--- src/rtl/bufid_dispatch_arbiter.sv ---
// -----------------------------------------------------------------------------
// bufid_dispatch_arbiter
//
// Shares one show-ahead free-bufid FIFO among PORT_NUM receive processes
// (the host receive path and the network receive ports). A round-robin
// arbiter picks one eligible requester, pops a bufid and offers it on that
// port's bufid/wr/ack handshake. When the free pool falls to the low-water
// threshold, only ports in iv_priority_mask are eligible.
//
// Optional feature (macro BUFID_OFFER_TIMEOUT_EN): an unanswered offer is
// withdrawn after TIMEOUT_CYC cycles. The bufid is kept and re-offered to
// the next winner without another FIFO pop.
//
// Ports:
//   i_clk, i_rst_n              clock, asynchronous active-low reset
//   iv_cfg_finish               dispatch enabled when non-zero
//   iv_fifo_bufid/i_fifo_empty  head and empty flag of the free-bufid FIFO
//   o_fifo_rd                   one-cycle pop strobe (same cycle as grant)
//   iv_free_bufid_fifo_rdusedw  FIFO occupancy
//   iv_low_threshold            reserve threshold (occupancy <= threshold)
//   iv_priority_mask            ports still eligible under the reserve
//   iv_bufid_req                level request per port
//   ov_bufid/ov_bufid_wr        offered bufid and one-hot offer valid
//   iv_bufid_ack                per-port accept
//   o_grant_pulse               one pulse per accepted bufid
//   o_reserve_block_pulse       a request is being masked by the reserve
//   arb_state                   FSM state for debug
// -----------------------------------------------------------------------------
module bufid_dispatch_arbiter #(
  parameter int PORT_NUM    = 8,
  parameter int BUFID_W     = 9,
  parameter int TIMEOUT_CYC = 64
) (
  input  logic                i_clk,
  input  logic                i_rst_n,
  input  logic [1:0]          iv_cfg_finish,
  input  logic [BUFID_W-1:0]  iv_fifo_bufid,
  input  logic                i_fifo_empty,
  output logic                o_fifo_rd,
  input  logic [8:0]          iv_free_bufid_fifo_rdusedw,
  input  logic [8:0]          iv_low_threshold,
  input  logic [PORT_NUM-1:0] iv_priority_mask,
  input  logic [PORT_NUM-1:0] iv_bufid_req,
  output logic [BUFID_W-1:0]  ov_bufid,
  output logic [PORT_NUM-1:0] ov_bufid_wr,
  input  logic [PORT_NUM-1:0] iv_bufid_ack,
  output logic                o_grant_pulse,
  output logic                o_reserve_block_pulse,
  output logic [1:0]          arb_state
);

  localparam int IDX_W = $clog2(PORT_NUM);

  typedef enum logic [1:0] {
    IDLE_S  = 2'd0,
    OFFER_S = 2'd1
  } state_e;

  state_e              state_q, state_d;
  logic [IDX_W-1:0]    last_grant_q, last_grant_d;
  logic [IDX_W-1:0]    winner_q, winner_d;
  logic                hold_q, hold_d;
  logic [BUFID_W-1:0]  bufid_q, bufid_d;
  logic [PORT_NUM-1:0] wr_q, wr_d;
  logic                grant_pulse_q, grant_pulse_d;

  logic                reserve_s;
  logic [PORT_NUM-1:0] elig_s;
  logic                found_s;
  logic [IDX_W-1:0]    win_s;
  logic                grant_s;
  logic                fifo_rd_s;
  logic                reserve_block_s;

`ifdef BUFID_OFFER_TIMEOUT_EN
  localparam int CNT_W = $clog2(TIMEOUT_CYC + 1);
  localparam logic [CNT_W-1:0] CNT_LAST = CNT_W'(TIMEOUT_CYC - 1);
  logic [CNT_W-1:0] cnt_q, cnt_d;
`endif

  // Reserve condition: equality with the threshold already counts as low.
  assign reserve_s = (iv_free_bufid_fifo_rdusedw <= iv_low_threshold);
  assign elig_s    = iv_bufid_req & (reserve_s ? iv_priority_mask : {PORT_NUM{1'b1}});

  // Round-robin search starting just after the last granted port.
  always_comb begin
    found_s = 1'b0;
    win_s   = '0;
    for (int i = 1; i <= PORT_NUM; i++) begin
      if (!found_s && elig_s[(int'(last_grant_q) + i) % PORT_NUM]) begin
        found_s = 1'b1;
        win_s   = IDX_W'((int'(last_grant_q) + i) % PORT_NUM);
      end else begin
        found_s = found_s;
      end
    end
  end

  // A held bufid (after a timeout) can be granted even with the FIFO empty.
  assign grant_s = (iv_cfg_finish != 2'b00) && found_s && (hold_q || !i_fifo_empty);

  // Next-state, offer registers and same-cycle pop / reserve strobes.
  always_comb begin
    state_d         = state_q;
    last_grant_d    = last_grant_q;
    winner_d        = winner_q;
    hold_d          = hold_q;
    bufid_d         = bufid_q;
    wr_d            = wr_q;
    grant_pulse_d   = 1'b0;
    fifo_rd_s       = 1'b0;
    reserve_block_s = 1'b0;
`ifdef BUFID_OFFER_TIMEOUT_EN
    cnt_d           = '0;
`endif
    case (state_q)
      IDLE_S: begin
        reserve_block_s = reserve_s && |(iv_bufid_req & ~iv_priority_mask);
        if (grant_s) begin
          winner_d = win_s;
          wr_d     = {{(PORT_NUM-1){1'b0}}, 1'b1} << win_s;
          state_d  = OFFER_S;
          if (!hold_q) begin
            fifo_rd_s = 1'b1;
            bufid_d   = iv_fifo_bufid;
          end else begin
            bufid_d   = bufid_q;
          end
        end else begin
          state_d = IDLE_S;
        end
      end
      OFFER_S: begin
        // Only the winner's ack matters; an ack on the timeout cycle wins.
        if (iv_bufid_ack[winner_q]) begin
          wr_d          = '0;
          hold_d        = 1'b0;
          last_grant_d  = winner_q;
          grant_pulse_d = 1'b1;
          state_d       = IDLE_S;
        end
`ifdef BUFID_OFFER_TIMEOUT_EN
        else if (cnt_q == CNT_LAST) begin
          wr_d         = '0;
          hold_d       = 1'b1;
          last_grant_d = winner_q;
          state_d      = IDLE_S;
        end else begin
          cnt_d = cnt_q + CNT_W'(1);
        end
`else
        else begin
          state_d = OFFER_S;
        end
`endif
      end
      default: begin
        wr_d    = '0;
        state_d = IDLE_S;
      end
    endcase
  end

  // State and offer registers.
  always_ff @(posedge i_clk or negedge i_rst_n) begin
    if (!i_rst_n) begin
      state_q       <= IDLE_S;
      last_grant_q  <= IDX_W'(PORT_NUM - 1);
      winner_q      <= '0;
      hold_q        <= 1'b0;
      bufid_q       <= '0;
      wr_q          <= '0;
      grant_pulse_q <= 1'b0;
`ifdef BUFID_OFFER_TIMEOUT_EN
      cnt_q         <= '0;
`endif
    end else begin
      state_q       <= state_d;
      last_grant_q  <= last_grant_d;
      winner_q      <= winner_d;
      hold_q        <= hold_d;
      bufid_q       <= bufid_d;
      wr_q          <= wr_d;
      grant_pulse_q <= grant_pulse_d;
`ifdef BUFID_OFFER_TIMEOUT_EN
      cnt_q         <= cnt_d;
`endif
    end
  end

  assign o_fifo_rd             = fifo_rd_s;
  assign o_reserve_block_pulse = reserve_block_s;
  assign ov_bufid              = bufid_q;
  assign ov_bufid_wr           = wr_q;
  assign o_grant_pulse         = grant_pulse_q;
  assign arb_state             = state_q;

endmodule

--- config.mk ---
export PLATFORM = sky130hd
export DESIGN_NAME = bufid_dispatch_arbiter
export DESIGN_NICKNAME = d
export VERILOG_FILES = /design/src/rtl/bufid_dispatch_arbiter.sv
export SDC_FILE = /design/constraint.sdc
export NUM_CORES = 1
export LEC_CHECK = 0
export BUFFER_PORTS_ARGS = -buffer_cell sky130_fd_sc_hd__buf_2
export CORE_ASPECT_RATIO = 2
export CORE_UTILIZATION = 40
export DETAILED_ROUTE_END_ITERATION = 10
export SETUP_SLACK_MARGIN = 0.5
export SYNTH_ARGS = -nofsm -noshare
export SYNTH_HDL_FRONTEND = slang
export SYNTH_SLANG_ARGS = --single-unit
--- constraint.sdc ---
create_clock -name i_clk -period 8.2 [get_ports i_clk]
set_input_delay 0.41 -clock i_clk [delete_from_list [all_inputs] [get_ports i_clk]]
set_output_delay 0.41 -clock i_clk [all_outputs]
set_load 0.03 [all_outputs]
==> impl_results.md, run 1 <==
* Crit path DAT at 4.37 ns
* Syn_nets at 357
* CP peak stage delay at 0.88 ns
* Hold_buf cts at 0
* Crit path required time at 7.79 ns
* # IOs at 78
* Fin nets at 421
* Slew headroom at 0.435
* CP cell instances: inv_1, ha_1, mux4_2, mux2_4, a211oi_4, nand3_4, nand2_4, inv_2, buf_2
* F_max at 0.209 GHz
* Initial antenna violation count at 0
* Via density at 6.30
* Synth top area cells: dfrtp_1, mux4_2, mux2i_1
* Synth Flop Type: dfrtp_1
* CTS Buf Count at 3
* DIE HEIGHT at 119 µm
* Maximum VDD drop at 0.222 mV
* Setup violators final at 0
* CTS tree: yes
* Cells resized by post-CTS repair at 0
* Fraction of layout cells with a size suffix above 1 at 0.326
* Post-synth EDFFs at 0
* Yosys cell types at 67
* Int Pwr at 616 µW
* Hpwl dp at 6850 µm
* Depth of the CTS H-tree at 1
* Worst setup EP type: output port
* Syn. warnings at 0
* Global-route wire length before repair at 13600 µm
* Setup WS pre-CTS at 3.63 ns
* GR Util met3 at 0.0185
* Final slew viol count at 0
* Worst hold path type: in -> async
* Final WL at 8480 µm
* Die area at 7200 µm²
* Seq/Total Area, Yosys at 0.230
* Status: finished clean
* P&R area growth vs syn at 17.9%
* Largest net degree at the start of global routing at 28
* Final Cycle Share at 0.583
* Async S/R FF share, synth at 1.00
* Root buf cell: clkbuf_16
* Vias in the first global route at 2788
* # port buffers at 76
* Num rows at 42
* Max Cap Viol at 0
* Clock power share at 0.081
* Clk_lat worst skew at 0.26 ns
* Comb power frac at 0.718
* ANT nets after route at 0
* CP Launch Type: register
* Initial Utilization at 0.414
* Worst setup margin at 3.42 ns
* Mapped cell area at 2740 µm²
* RSZ-0062 raised after global routing: false
* Seq cells post-synth at 25
* Core area at 6620 µm²
* Antenna Diode Count at 0
* P_leak at 0.00144 µW
* Bufs on Longest Clock Path at 2
* Total power at 1330 µW
* Avg Synthesized Cell Area at 9.44 µm²
* Drt first-iter violations at 127
* Cells after Synth at 290
* Critical path class: reg -> out
* Vias at 2778
* Tmin final at 4.78 ns
* Met1 Track Usage GR at 0.257
* Fin. Hold Viols at 0
* CP max stage cell: dfstp_2
* GPL Wtd Cong at 0.945
* Share of the synthesized area in the top cell type at 0.201
* Switch Pwr at 710 µW
* Layer with the highest usage: met2
* Met2 usage at 0.455
* GR Overflow Total at 0
* Post-CTS setup buffers at 0
* PwrDens at 411 nW/µm²
* Crit-path max FO at 27
* Drt wl/cell at 19.2 µm
* Largest area contributor in the netlist: dfrtp_1
* Fillers at 675
* Sw frac at 0.536
* GRT Util Overall at 0.249
* DIE WIDTH at 60.5 µm
* Clk pin slew, worst setup/hold paths at 0.06 ns
* Setup TNS at 0 ns
* CP bufs+invs at 3
* Pre-antenna DRT Iters at 4
* Sequential share of power at 0.201
* Clock skew at 0.00252 ns
* Critical path's top delay family: multiplexers
* DRC at 0
* CTS Sinks at 25
* Worst Tran Pin Value at 0.823 ns
[final timing paths]
kind	depth (start not counted)	slack, ns	start	to
worst min-delay path	1	0.14	i_rst_n	ov_bufid[3]
worst min register to register	1	0.49	ov_bufid[6]	ov_bufid[6]
worst max register to register	9	3.63	last_grant_q[0]	ov_bufid_wr[3]
worst max-delay path	9	3.42	last_grant_q[0]	o_fifo_rd
max in group asynchronous	1	7.69	i_rst_n	last_grant_q[2]
min in group i_clk	2	0.36	iv_fifo_bufid[8]	ov_bufid[8]
[layout by cell type (no fill, tap or decap), types with 4 or more instances in the layout]
cell	count
buf_2	76
dfrtp_1	22
inv_1	21
nand2_1	20
nor2_1	16
mux2i_1	15
a21oi_1	13
mux4_2	11
ha_1	11
a211oi_1	9
mux2_1	9
o21ai_0	8
a32o_1	8
a311oi_1	6
o22ai_1	6
o41ai_2	5
a31oi_1	5
a221oi_1	5
nor3_1	4
o31a_1	4
nand2b_1	4
[logic make-up (layout without fill, tap and decap cells)]
group,after synthesis,count (layout),synth area share
compound gates,111,111,0.335
xor+xnor,3,3,0.00960
fa+ha+maj,11,11,0.0503
buf+inv,41,104,0.0621
flops,25,25,0.230
mux,38,38,0.196
other cells,1,1,0.00137
simple gates,60,60,0.116
[synth_stat cells (5+ instances only)]
library cell and n:
mux4_2 11, inv_1 21, mux2i_1 15, nor2_1 16, o21ai_0 8, mux2_1 9, o22ai_1 6, dfrtp_1 22
a211oi_1 9, clkbuf_1 13, a311oi_1 6, a21oi_1 13, nand2_1 20, a31oi_1 5, a221oi_1 5, ha_1 11
o41ai_2 5, a32o_1 8
[sequential cells by signal (all words and copies together) (netlist names)]
signal / flops
arb_state: 1
last_grant_q: 3
ov_bufid_wr: 8
winner_q: 3
o_grant_pulse: 1
ov_bufid: 9
[metal layers]
metal	up-vias	wire length, µm
met5	-	0
met4	0	563
met3	30	343
met2	128	4630
met1	1330	2940
li1	1290	-
[final cells by class]
type | count | area (µm²) | share of cell area
inverters | 24 | 90.1 | 0.0279
repair buffers | 76 | 380 | 0.118
multi-input cells | 224 | 1940 | 0.601
clock buffers | 4 | 78.8 | 0.0244
flip-flops and latches | 25 | 629 | 0.195
well taps | 88 | 110 | 0.0341
[per-stage QoR]
stage                     utilization  cells  hold WS [ns]  instance area (µm²)
after floorplan                     -    290         0.114                 2740
after global placement          0.476    437         0.431                 3150
after detailed placement        0.476    437         0.428                 3150
after CTS                       0.488    441         0.154                 3230
after global routing            0.488    441         0.181                 3230
final                           0.488    441         0.136                 3230
[power by group through the flow]
stage / registers, µW / logic (µW) / clock network (µW)
global route: 276 / 1030 / 113
global placement: 264 / 937 / 0
finish: 266 / 952 / 108
detailed placement: 266 / 942 / 0
floorplan: 286 / 678 / 0
CTS: 264 / 946 / 110
No activity file was read; power rests on OpenSTA's default activity.
==> run 2: changes to the inputs <==
==> constraint.sdc (replaced) <==
create_clock -name i_clk -period 4.61 [get_ports i_clk]
set_input_delay 0.2305 -clock i_clk [delete_from_list [all_inputs] [get_ports i_clk]]
set_output_delay 0.2305 -clock i_clk [all_outputs]
set_load 0.03 [all_outputs]
==> impl_results.md, run 2 (synthesis gave the netlist of run 1 again) <==
* GR Overflow Total at 0 (unchanged)
* Commonest non-fill, non-tap cells in the layout: buf_2, dfrtp_1, inv_1
* CTS Buf Count at 3 (unchanged)
* GRT Util Overall at 0.252 (+0.00270)
* Initial antenna violation count at 0 (unchanged)
* WHS Endpoint: ov_bufid[0]
* Fraction of layout cells with a size suffix above 1 at 0.354 (+0.0278)
* Worst setup EP type: output port
* Bufs on Longest Clock Path at 2 (unchanged)
* # IOs at 78 (unchanged)
* Slew headroom at 0.560 (+0.125)
* ANT nets after route at 0 (unchanged)
* Vias in the first global route at 2748 (-1.4%)
* Int Pwr at 1170 µW (+90%)
* Via density at 6.24 (-0.87%)
* Vias at 2810 (+1.2%)
* Worst hold path type: in -> reg
* P&R area growth vs syn at 22.8%
* DIE HEIGHT at 119 µm (unchanged)
* PwrDens at 733 nW/µm² (+78%)
* Fin nets at 430 (+2.1%)
* Sw frac at 0.527 (-0.00907)
* Status: finished clean
* Clock skew at 0.00163 ns (-0.000894 ns)
* Pre-antenna DRT Iters at 5 (+1)
* Final Cycle Share at 0.844
* Initial Utilization at 0.414 (unchanged)
* Global-route wire length before repair at 13400 µm (-1.5%)
* Fillers at 659 (-2.4%)
* Final WL at 8820 µm (+4.0%)
* Fin. Hold Viols at 0 (unchanged)
* Maximum VDD drop at 0.420 mV (+89%)
* Hpwl dp at 7140 µm (+4.3%)
* Hold path depth at 2
* Drt wl/cell at 19.6 µm (+2.0%)
* Drt first-iter violations at 125 (-1.6%)
* Worst-case reg-to-reg path depth at 9 (unchanged)
* Total placed cells including tap cells at 445 (+1.8%)
* Critical path class: in -> out
* Crit-path max FO at 17 (-37%)
* Core area at 6620 µm² (unchanged)
* Die area at 7200 µm² (unchanged)
* Crit path DAT at 3.66 ns (-0.71 ns)
* R2R setup slack at 0.77 ns (-2.86 ns)
* Final Non-Filler Cells at 450 (+2.0%)
* CTS Sinks at 25 (unchanged)
* Sequential share of power at 0.178 (-0.023)
* CP Launch Type: input pin
* Clk_lat worst skew at 0.26 ns (about the same)
* Depth of the CTS H-tree at 1 (unchanged)
* CTS tree: yes
* Clk pin slew, worst setup/hold paths at 0.06 ns (about the same)
* Max Cap Viol at 0 (unchanged)
* Switch Pwr at 1300 µW (+83%)
* Setup TNS at 0 ns (unchanged)
* Setup violators final at 0 (unchanged)
* Reg2reg start: last_grant_q[1]
* Min-delay src: iv_fifo_bufid[0]
* DRC at 0 (unchanged)
* Final slew viol count at 0 (unchanged)
* # port buffers at 76 (unchanged)
* P_leak at 0.00151 µW (+4.7%)
* Commonest non-fill, non-tap cell in the layout: buf_2
* Worst Tran Pin Value at 0.641 ns (-0.182 ns)
* Final core utilization at 0.508 (+0.0206)
* Num rows at 42 (unchanged)
* DIE WIDTH at 60.5 µm (unchanged)
* Clock power share at 0.077 (-0.004)
* Crit path required time at 4.38 ns (-3.41 ns)
* Comb power frac at 0.745 (+0.027)
* Post-CTS setup buffers at 0 (unchanged)
* Antenna Diode Count at 0 (unchanged)
* GPL Wtd Cong at 0.921 (-2.4%)
* Largest net degree at the start of global routing at 27 (-3.6%)
* FF-to-FF End: ov_bufid_wr[2]
* Max FFs per register at 9 (unchanged)
* Tmin final at 3.89 ns
* Root buf cell: clkbuf_16
* RSZ-0062 raised after global routing: false
* F_max at 0.257 GHz
## run 2: how the worst max path moves through the flow
stage,startpoint,endpoint,slack [ns],cells past startpoint
final,iv_free_bufid_fifo_rdusedw[4],o_fifo_rd,0.72,12
after global routing,iv_free_bufid_fifo_rdusedw[4],o_fifo_rd,0.54,12
after CTS,last_grant_q[1],o_fifo_rd,0.52,9
after detailed placement,iv_free_bufid_fifo_rdusedw[4],ov_bufid_wr[2],0.41,12
after global placement,iv_low_threshold[8],ov_bufid_wr[2],0.46,13
after floorplan,last_grant_q[0],ov_bufid[5],0.68,12
## run 2: worst max-delay path: stages
cell and delay (ns):
buf_2 0.10, ha_1 0.30, nand2_1 0.43, a211o_2 0.36, a31oi_1 0.28, mux4_2 0.61
mux2_4 0.33, a211oi_4 0.38, nand3_4 0.17, nand2_4 0.24, inv_2 0.04, buf_2 0.17
## run 2: routing by layer
layer | share of wire | routed length [µm] | GRT usage | up-vias
met1 | 0.32 | 2780 | 0.228 | 1332
li1 | - | - | - | 1314
met5 | 0 | 0 | 0 | -
met3 | 0.047 | 415 | 0.0206 | 33
met2 | 0.58 | 5100 | 0.484 | 131
met4 | 0.059 | 523 | 0.165 | 0
## run 2: layout make-up
cell class / count / area, µm² / area share
sequential: 25 / 633 / 0.188
clock buffer: 4 / 78.8 / 0.0234
timing repair buffer: 85 / 450 / 0.134
multi-input combinational: 224 / 2000 / 0.595
tap: 88 / 110 / 0.0327
inverter: 24 / 90.1 / 0.0268
## run 2: what timing repair did
action                     4_1_cts  5_1_grt
gates resized for setup          0       11
hold buffers                     1        0
setup endpoints to repair        0       10
hold endpoints to repair        22        0
## run 2: power groups by stage
| stage | Combinational [µW] | Clock [µW] | Sequential [µW] |
|---|---|---|---|
| floorplan | 1210 | 0 | 509 |
| global placement | 1800 | 0 | 441 |
| detailed placement | 1800 | 0 | 441 |
| CTS | 1820 | 193 | 439 |
| global route | 1970 | 200 | 460 |
| finish | 1840 | 189 | 440 |
## run 2: through the flow
step                hold slack, ns  power, µW  cell area [µm²]  setup WS (ns)
finish                       0.179       2470             3360          0.718
floorplan                  -0.0651       1710             2740          0.684
CTS                          0.180       2450             3300          0.516
global route                 0.183       2630             3360          0.538
detailed placement           0.245       2250             3210          0.414
global placement             0.248       2240             3210          0.464
==> run 3: changes to the inputs <==
==> constraint.sdc (replaced) <==
create_clock -name i_clk -period 3.8 [get_ports i_clk]
set_input_delay 0.19 -clock i_clk [delete_from_list [all_inputs] [get_ports i_clk]]
set_output_delay 0.19 -clock i_clk [all_outputs]
set_load 0.03 [all_outputs]
==> impl_results.md, run 3 (synthesis gave the netlist of run 1 again) <==
* Min-delay src: iv_fifo_bufid[8]
* Slew headroom at 0.589 (+0.0285)
* Bufs on Longest Clock Path at 2 (unchanged)
* Root buf cell: clkbuf_16
* Fin nets at 473 (+10%)
* Final core utilization at 0.614 (+0.106)
* Die area at 7200 µm² (unchanged)
* Via density at 6.18 (-0.99%)
* CTS Buf Count at 3 (unchanged)
* Final Cycle Share at 0.877
* Most frequent cell on the critical path: buf_6
* CP Launch Type: input pin
* Max Cap Viol at 0 (unchanged)
* Switch Pwr at 1770 µW (+36%)
* CP cell instances: buf_2, ha_4, nand4_4, buf_8, buf_6, o41ai_4, a31oi_4, mux4_2, mux2_4, buf_6, or3_1, o211ai_1, o22ai_2, buf_6, a32o_1
* Status: finished clean
* Largest net degree at the start of global routing at 26 (-3.7%)
* Worst hold path type: in -> reg
* Sw frac at 0.496 (-0.0306)
* Int Pwr at 1800 µW (+54%)
* Reg2reg start: last_grant_q[0]
* Clock skew at 0.00467 ns (+0.00304 ns)
* Clk_lat worst skew at 0.26 ns (about the same)
* PwrDens at 878 nW/µm² (+20%)
* Pre-antenna DRT Iters at 4 (-1)
* Vias in the first global route at 2947 (+7.2%)
* Hpwl dp at 7530 µm (+5.4%)
* Clk pin slew, worst setup/hold paths at 0.06 ns (about the same)
* Num rows at 42 (unchanged)
* Drt first-iter violations at 166 (+33%)
* # IOs at 78 (unchanged)
* Crit-path max FO at 6 (-11)
* DIE WIDTH at 60.5 µm (unchanged)
* DRC at 0 (unchanged)
* CTS Sinks at 25 (unchanged)
* Depth of the CTS H-tree at 1 (unchanged)
* Drt wl/cell at 19.5 µm (-0.64%)
* Commonest non-fill, non-tap cells in the layout: buf_2, buf_4, dfrtp_1
* CP startpoint: iv_free_bufid_fifo_rdusedw[6]
* Initial antenna violation count at 0 (unchanged)
* Crit path required time at 3.95 ns (-0.43 ns)
* Crit path DAT at 3.48 ns (-0.18 ns)
* GR Overflow Total at 0 (unchanged)
* Commonest non-fill, non-tap cell in the layout: buf_2
* Global-route wire length before repair at 14400 µm (+7.4%)
* Initial Utilization at 0.414 (unchanged)
* Clock power share at 0.065 (-0.012)
* Core area at 6620 µm² (unchanged)
* CP max stage cell: mux4_2
* Maximum VDD drop at 0.725 mV (+73%)
* CTS tree: yes
* Tmin final at 3.33 ns
* Worst Tran Pin Value at 0.612 ns (-0.0291 ns)
* # port buffers at 76 (unchanged)
* DIE HEIGHT at 119 µm (unchanged)
* Final WL at 9600 µm (+8.9%)
* Tightest hold margin at 0.133 ns (-0.0465 ns)
* P&R area growth vs syn at 48.5%
* Max FFs per register at 9 (unchanged)
* RSZ-0062 raised after global routing: true
* Final slew viol count at 0 (unchanged)
* Setup TNS at 0 ns (unchanged)
* Comb power frac at 0.799 (+0.054)
* CP peak stage delay at 0.53 ns (-0.08 ns)
* Antenna Diode Count at 0 (unchanged)
* Setup violators final at 0 (unchanged)
* Fraction of layout cells with a size suffix above 1 at 0.516 (+0.162)
* Critical path class: in -> reg
* Sequential share of power at 0.136 (-0.042)
* Worst setup EP type: register
* P_leak at 0.00181 µW (+20%)
* Fin. Hold Viols at 0 (unchanged)
* GPL Wtd Cong at 0.926 (+0.50%)
* Vias at 3048 (+8.5%)
* F_max at 0.300 GHz
* GRT Util Overall at 0.270 (+0.0188)
* ANT nets after route at 0 (unchanged)
## run 3: cell count changes in the layout (fill, tap and decap cells not counted), sizes merged
cell	before	now
clkbuf	4	3
buf	84	127
clkinv	0	1
## run 3: power by group through the flow
| stage | Sequential (µW) | Clock, µW | Combinational (µW) |
|---|---|---|---|
| after floorplan | 618 | 0 | 1530 |
| after global placement | 487 | 0 | 2360 |
| after detailed placement | 490 | 0 | 2360 |
| after CTS | 486 | 241 | 2500 |
| after global routing | 502 | 247 | 3010 |
| final | 486 | 233 | 2850 |
## run 3: final timing paths
| path | end | slack, ns | cells after the start |
|---|---|---|---|
| worst max-delay path | ov_bufid_wr[2] | 0.47 | 15 |
| worst min-delay path | ov_bufid[8] | 0.13 | 2 |
| worst max register to register | ov_bufid_wr[2] | 0.65 | 10 |
| worst min register to register | ov_bufid[4] | 0.49 | 1 |
| max in group asynchronous | last_grant_q[1] | 2.99 | 2 |
| min in group asynchronous | ov_bufid[0] | 0.44 | 2 |
## run 3: through the flow
| step | instances | worst slack (ns) | power, µW | area [µm²] |
|---|---|---|---|---|
| CTS | 476 | 0.472 | 3230 | 3790 |
| finish | 493 | 0.469 | 3570 | 4070 |
| global route | 493 | 0.346 | 3760 | 4070 |
| detailed placement | 464 | 0.131 | 2850 | 3440 |
| floorplan | 290 | 0.501 | 2150 | 2850 |
| global placement | 464 | 0.134 | 2840 | 3440 |
## run 3: what timing repair did
action,4_1_cts,5_1_grt
setup buffers,7,17
hold endpoints to repair,22,0
resized for setup,31,34
hold buffers,1,0
pin swaps,11,25
setup endpoints to repair,19,12
## run 3: worst max-delay path: cells and delay by family
kind	cells	cell delay [ns]
AO/OA/AOI/OAI	5	0.98
adder cells (fa/ha/maj)	1	0.27
buffers and inverters	5	0.69
multiplexers	2	0.85
AND/OR/NAND/NOR	2	0.49
## run 3: layout make-up
class | instances | area [µm²]
Fill cell | 584 | 2550
Multi-Input combinational cell | 224 | 2280
Timing Repair Buffer | 128 | 870
Sequential cell | 25 | 629
Tap cell | 88 | 110
Inverter | 24 | 95.1
Clock buffer | 3 | 75.1
Clock inverter | 1 | 5.00
## run 3: routing by layer
metal,global-route usage,up-vias,part of all wire
met1,0.237,1485,0.32
met3,0.0271,39,0.042
met5,0,-,0
li1,-,1395,-
met4,0.192,0,0.067
met2,0.517,129,0.57
